## config.mk

```make
export PLATFORM = sky130hd
export DESIGN_NAME = imem_load_arbiter_flat
export DESIGN_NICKNAME = d
export VERILOG_FILES = /design/src/rtl/imem_load_arbiter_if.sv /design/src/rtl/imem_load_arbiter.sv /design/src/flat_wrapper.sv
export SDC_FILE = /design/constraint.sdc
export NUM_CORES = 1
export LEC_CHECK = 0
export CAP_MARGIN = 20
export CORE_MARGIN = 2
export CORE_UTILIZATION = 65
export DETAILED_ROUTE_END_ITERATION = 16
export DONT_BUFFER_PORTS = 1
export HOLD_SLACK_MARGIN = 0.05
export PLACE_DENSITY = 0.77
export SLEW_MARGIN = 20
export SYNTH_ARGS = -nofsm -noshare
export SYNTH_HDL_FRONTEND = slang
export SYNTH_SLANG_ARGS = --single-unit
export TNS_END_PERCENT = 50
```

## constraint.sdc

```tcl
create_clock -name clk -period 5.16 [get_ports clk]
set_clock_uncertainty 0.15 [all_clocks]
set_input_delay 0.774 -clock clk [delete_from_list [all_inputs] [get_ports clk]]
set_output_delay 0.774 -clock clk [all_outputs]
set_load 0.05 [all_outputs]
```

## src/rtl/imem_load_arbiter_if.sv

```systemverilog
// rtl/imem_load_arbiter_if.sv - byte stream and instruction-memory port bundle for imem_load_arbiter
interface imem_load_arbiter_if #(
    parameter int ADDR_W = 14
);
    logic              byte_valid;
    logic [7:0]        byte_data;
    logic [ADDR_W-1:0] mem_addr;
    logic [31:0]       mem_wdata;
    logic [3:0]        mem_we;

    modport master (
        input  byte_valid,
        input  byte_data,
        output mem_addr,
        output mem_wdata,
        output mem_we
    );

    modport slave (
        output byte_valid,
        output byte_data,
        input  mem_addr,
        input  mem_wdata,
        input  mem_we
    );
endinterface

```

## src/rtl/imem_load_arbiter.sv

```systemverilog
// rtl/imem_load_arbiter.sv - instruction-memory port arbiter between fetch and UART program loader
// Optional idle-byte timeout inside a partial word: define IMEM_LOAD_TIMEOUT_EN.
module imem_load_arbiter #(
    parameter int ADDR_W         = 14,
    parameter int DEPTH          = 16384,
    parameter int DRAIN_CYCLES   = 4,
    parameter int TIMEOUT_CYCLES = 1000000
) (
    input  logic              clk,
    input  logic              rst,
    input  logic              i_load_req,
    input  logic [ADDR_W-1:0] i_fetch_addr,
    imem_load_arbiter_if.master bus,
    output logic              o_fetch_stall,
    output logic              o_core_hold,
    output logic              o_load_done,
    output logic [ADDR_W:0]   o_word_count,
    output logic              o_err_overflow,
    output logic              o_err_partial,
    output logic              o_err_timeout
);
    localparam int DRN_W = $clog2(DRAIN_CYCLES + 1);
    localparam logic [DRN_W-1:0] DRN_LOAD = DRN_W'(DRAIN_CYCLES - 1);
    localparam logic [ADDR_W:0]  DEPTH_P  = (ADDR_W + 1)'(DEPTH);

    typedef enum logic [2:0] {
        S_IDLE,
        S_DRAIN,
        S_LOAD,
        S_WRITE,
        S_RELEASE
    } state_t;

    state_t           r_state;
    logic [DRN_W-1:0] r_drain_cnt;
    logic [ADDR_W:0]  r_wr_ptr;
    logic [1:0]       r_byte_idx;
    logic [31:0]      r_buf;
    logic [3:0]       r_mem_we;
    logic             r_load_done;
    logic             r_err_ovf;
    logic             r_err_part;
    logic             w_room;

`ifdef IMEM_LOAD_TIMEOUT_EN
    localparam int TMO_W = $clog2(TIMEOUT_CYCLES + 1);
    localparam logic [TMO_W-1:0] TMO_LAST = TMO_W'(TIMEOUT_CYCLES - 1);
    logic [TMO_W-1:0] r_tmo_cnt;
    logic             r_err_to;
    assign o_err_timeout = r_err_to;
`else
    assign o_err_timeout = 1'b0;
`endif

    // The pointer never wraps, so it doubles as the session word count.
    assign w_room = (r_wr_ptr < DEPTH_P);

    always_ff @(posedge clk) begin
        if (rst) begin
            r_state     <= S_IDLE;
            r_drain_cnt <= '0;
            r_wr_ptr    <= '0;
            r_byte_idx  <= '0;
            r_buf       <= '0;
            r_mem_we    <= '0;
            r_load_done <= 1'b0;
            r_err_ovf   <= 1'b0;
            r_err_part  <= 1'b0;
`ifdef IMEM_LOAD_TIMEOUT_EN
            r_tmo_cnt   <= '0;
            r_err_to    <= 1'b0;
`endif
        end else begin
            r_mem_we    <= '0;
            r_load_done <= 1'b0;
`ifdef IMEM_LOAD_TIMEOUT_EN
            r_tmo_cnt   <= '0;
`endif
            case (r_state)
                S_IDLE: begin
                    if (i_load_req) begin
                        r_state     <= S_DRAIN;
                        r_drain_cnt <= DRN_LOAD;
                        r_wr_ptr    <= '0;
                        r_byte_idx  <= '0;
                        r_err_ovf   <= 1'b0;
                        r_err_part  <= 1'b0;
`ifdef IMEM_LOAD_TIMEOUT_EN
                        r_err_to    <= 1'b0;
`endif
                    end
                end
                S_DRAIN: begin
                    if (!i_load_req) begin
                        r_state     <= S_RELEASE;
                        r_load_done <= 1'b1;
                    end else if (r_drain_cnt == '0) begin
                        r_state <= S_LOAD;
                    end else begin
                        r_drain_cnt <= r_drain_cnt - 1'b1;
                    end
                end
                S_LOAD: begin
                    if (bus.byte_valid) begin
                        r_buf[{r_byte_idx, 3'b000} +: 8] <= bus.byte_data;
                        if (r_byte_idx == 2'd3) begin
                            r_byte_idx <= '0;
                            r_state    <= S_WRITE;
                            r_mem_we   <= w_room ? 4'b1111 : 4'b0000;
                        end else begin
                            r_byte_idx <= r_byte_idx + 1'b1;
                        end
                    end else if (!i_load_req) begin
                        if (r_byte_idx != '0) begin
                            r_err_part <= 1'b1;
                        end
                        r_byte_idx  <= '0;
                        r_state     <= S_RELEASE;
                        r_load_done <= 1'b1;
                    end
`ifdef IMEM_LOAD_TIMEOUT_EN
                    else if (r_byte_idx != '0) begin
                        if (r_tmo_cnt == TMO_LAST) begin
                            r_byte_idx <= '0;
                            r_err_to   <= 1'b1;
                        end else begin
                            r_tmo_cnt <= r_tmo_cnt + 1'b1;
                        end
                    end
`endif
                end
                S_WRITE: begin
                    if (w_room) begin
                        r_wr_ptr <= r_wr_ptr + 1'b1;
                    end else begin
                        r_err_ovf <= 1'b1;
                    end
                    // A byte landing during the write starts the next word.
                    if (bus.byte_valid) begin
                        r_buf[7:0] <= bus.byte_data;
                        r_byte_idx <= 2'd1;
                    end
                    r_state <= S_LOAD;
                end
                S_RELEASE: begin
                    r_state <= S_IDLE;
                end
                default: begin
                    r_state <= S_IDLE;
                end
            endcase
        end
    end

    assign bus.mem_addr   = (r_state == S_IDLE) ? i_fetch_addr : r_wr_ptr[ADDR_W-1:0];
    assign bus.mem_wdata  = r_buf;
    assign bus.mem_we     = r_mem_we;
    assign o_fetch_stall  = (r_state != S_IDLE);
    assign o_core_hold    = (r_state != S_IDLE);
    assign o_load_done    = r_load_done;
    assign o_word_count   = r_wr_ptr;
    assign o_err_overflow = r_err_ovf;
    assign o_err_partial  = r_err_part;
endmodule

```

## src/flat_wrapper.sv

```systemverilog
// flat-port wrapper written by rule: the top's interface ports become plain ports
module imem_load_arbiter_flat 
#(
    parameter int ADDR_W         = 14,
    parameter int DEPTH          = 16384,
    parameter int DRAIN_CYCLES   = 4,
    parameter int TIMEOUT_CYCLES = 1000000
)
  (clk, rst, i_load_req, i_fetch_addr, o_fetch_stall, o_core_hold, o_load_done, o_word_count, o_err_overflow, o_err_partial, o_err_timeout, bus_byte_valid, bus_byte_data, bus_mem_addr, bus_mem_wdata, bus_mem_we);
  imem_load_arbiter_if #(.ADDR_W(ADDR_W)) bus_i ();
  input  logic clk;
  input  logic rst;
  input  logic i_load_req;
  input  logic [ADDR_W-1:0] i_fetch_addr;
  output logic o_fetch_stall;
  output logic o_core_hold;
  output logic o_load_done;
  output logic [ADDR_W:0] o_word_count;
  output logic o_err_overflow;
  output logic o_err_partial;
  output logic o_err_timeout;
  input wire logic [$bits(bus_i.byte_valid)-1:0] bus_byte_valid;
  input wire logic [$bits(bus_i.byte_data)-1:0] bus_byte_data;
  output wire logic [$bits(bus_i.mem_addr)-1:0] bus_mem_addr;
  output wire logic [$bits(bus_i.mem_wdata)-1:0] bus_mem_wdata;
  output wire logic [$bits(bus_i.mem_we)-1:0] bus_mem_we;
  assign bus_i.byte_valid = bus_byte_valid;
  assign bus_i.byte_data = bus_byte_data;
  assign bus_mem_addr = bus_i.mem_addr;
  assign bus_mem_wdata = bus_i.mem_wdata;
  assign bus_mem_we = bus_i.mem_we;
  imem_load_arbiter #(.ADDR_W(ADDR_W), .DEPTH(DEPTH), .DRAIN_CYCLES(DRAIN_CYCLES), .TIMEOUT_CYCLES(TIMEOUT_CYCLES)) u_core (.clk(clk), .rst(rst), .i_load_req(i_load_req), .i_fetch_addr(i_fetch_addr), .bus(bus_i), .o_fetch_stall(o_fetch_stall), .o_core_hold(o_core_hold), .o_load_done(o_load_done), .o_word_count(o_word_count), .o_err_overflow(o_err_overflow), .o_err_partial(o_err_partial), .o_err_timeout(o_err_timeout));
endmodule
```

==> reports/results.txt <==
CTS tree: done
Gpl congestion: 0.884
Core ar.: 0.00406 mm²
First-pass GRT wire length: 10,300 µm
CP arrival: 2100 ps
Post-CTS Hold Buffers: 0
Critical path fanouts, max: 18
DP Area: 0.00273 mm²
Metal3 WL: 536 µm
Antenna Nets Post-Route: 0
# DRC: 0
Average size of a mapped cell: 8.29 µm²
VDD IR-drop max: 0.000304 V
Vert. Die Dim: 69.5 µm
HP Class: in2reg
# fillers: 330
Syn Std Cell Area: 0.00279 mm²
Grt total ovfl: 0
Initial DRC Count: 259
PwrDens: 360 mW/mm²
Post-synth top area cell: dfxtp_1
Total wire length: 6480 µm
Status: complete, no violations
Starting Density: 68.6%
Antenna Cells: 0
Crit. End Element: output port
DP Worst Slack: 2510 ps
CTS H-tree depth: 3
Setup crit start kind: flop
Met2 wire length: 2980 µm
Max Fclk: 330 MHz
Period utilisation layout: 58.7%
Via/cell ratio: 6.24
Max incr delay on CP: 750 ps
Die ar.: 0.00482 mm²
Largest net degree at the start of global routing: 47
Clk sink count: 59
Clock slew at reported path FFs: 60 ps
Unrepaired setup endpoints after global routing: false
I/O Pins: 97
Post-synth top area share: 42.4%
Die width: 69.5 µm
Netlist cell types: 44
Finished Cell Area: 0.00294 mm²
CP cell instances: nor3_2 -> buf_4 -> o21ai_1
Clk_lat worst skew: 340 ps
Final setup margin: 2130 ps
Post-synth net total: 371
Post-CTS sizing: 0
FF+latch count, synth: 59
Worst path buffer plus inverter count: 1
Most frequent cells in the layout: dfxtp_1 (58), a21oi_1 (41), nand2_1 (39)
GRT Util Overall: 26.9%
Yosys Warn Count: 0
Synth Instances: 336
Leakage: 0.966 nW
Vias in the first global route: 2,028
IO Port Bufs: 0
Clk root buf: clkbuf_8
Post-CTS setup buffer count: 0
Worst Tran Pin Value: 1010 ps
Num CTS Buffers: 9
Top_reg_cell synth: dfxtp_1
Critical Path Slowest Stage Cell: o21ai_1
Fin. Hold Viols: 0
Final setup viols: 0
Critical Path RT: 4240 ps
WL/cell: 17.1 µm
DRT Pass-1 Iters: 4
Share of cells above drive strength 1: 10.4%
Top cells by area, synth: dfxtp_1 (42%), a21oi_1 (7.4%), nand2_1 (5.3%)
DR vias: 2,357
Commonest non-fill, non-tap cell in the layout: dfxtp_1
Max layer used: met4
Routed metal-1 wirelength: 2850 µm
Crit path time final: 3030 ps
Area Overhead vs Synth: 5.71%
Number of cell rows: 23
Slew HR: 32.8%
Layout Nets: 358
Initial antenna violation count: 0
Async SR Flop Fraction: 0%
Hpwl dp: 4350 µm
Max Buffers Root-to-Sink: 2
Sequential element share of the synthesized area: 42.4%
Sum Neg Setup Slack: 0 ps
Max Cap Viol: 0
Critical path's top delay family: compound AO/OA/AOI/OAI gates
WS Path Type: reg2out
Number of synthesized flops with an enable pin: 0
Slew Limit Fails: 0
[power breakdown]
group	internal, mW	switching (mW)	leakage (nW)
logic	0.0333	0.0970	0.386
clock network	0.270	0.180	0.103
registers	0.462	0.0173	0.477
total	0.766	0.294	0.966
[stage by stage]
step	power (mW)	cells	hold slack [ps]	util [%]
6_report	1.06	378	357	72.6
5_1_grt	1.09	378	340	72.6
4_1_cts	1.06	378	348	72.4
3_5_place_dp	0.619	362	351	67.3
3_3_place_gp	0.617	362	322	67.3
2_1_floorplan	0.616	336	315	-
[Yosys cell counts, drive strengths merged (2+ instances only)]
library cell / number
nor4: 2
nand3b: 2
nor3: 6
and2: 3
or2: 4
a21oi: 41
o21ai: 18
nand2: 39
nor3b: 3
nor2: 24
or3: 7
nand4: 2
buf: 12
a2111oi: 3
mux2: 11
dfxtp: 59
xnor2: 4
a22oi: 8
nor4b: 2
nand3: 27
clkbuf: 13
ha: 9
nand2b: 4
mux2i: 2
inv: 11
and3: 2
a211oi: 3
nand4b: 2
[worst register-to-register path: cells and delay by family, from the launching register on]
kind | cells | cell delay, ps
buf+inv | 1 | 190
compound gates | 2 | 960
fa+ha+maj | 1 | 380
flops | 1 | 490
simple gates | 2 | 350
[kinds of logic (layout without fill, tap and decap cells)]
logic type	after synthesis	count (layout)	synth area share [%]
buf+inv	36	28	6.06
xor+xnor	4	4	1.26
fa+ha+maj	9	9	4.04
other cells	1	1	0.135
simple gates	136	136	25.0
mux	13	13	5.17
compound gates	78	78	15.9
flops	59	59	42.4
[per-layer routing]
metal	track usage [%]	vias up
met2	38.7	100
met3	7.12	12
met4	13.1	0
met5	0	-
met1	37.5	1088
li1	-	1157
[cell type report]
type / count / area (µm²) / area share, %
clock buffers: 11 / 131 / 4.46
clock inverters: 5 / 77.6 / 2.63
inverters: 11 / 41.3 / 1.40
multi-input cells: 241 / 1440 / 49.0
flip-flops and latches: 59 / 1180 / 40.2
well taps: 50 / 62.6 / 2.12
repair buffers: 1 / 7.51 / 0.255
[registers in the layout, summed over array words and instances (netlist names)]
signal	count
u_core.r_state	3
u_core.r_byte_idx	2
u_core.r_drain_cnt	3
u_core.o_err_overflow	1
u_core.bus.mem_wdata	32
u_core.bus.mem_we	1
u_core.o_word_count	15
u_core.o_load_done	1
u_core.o_err_partial	1
[final timing paths]
path,from,endpoint,slack [ps],depth (start not counted)
max,u_core.r_state[2]$_SDFFE_PP0P_,bus_mem_addr[6],2130,3
min,rst,u_core.r_drain_cnt[1]$_SDFFE_PP0P_,360,1
max reg2reg,u_core.r_byte_idx[0]$_SDFFE_PP0P_,u_core.bus.mem_wdata[0]$_SDFFE_PP0P_,2580,6
min reg2reg,u_core.r_drain_cnt[2]$_SDFFE_PP0P_,u_core.r_drain_cnt[2]$_SDFFE_PP0P_,360,2
Note: power is estimated with default switching activity, not from simulation.
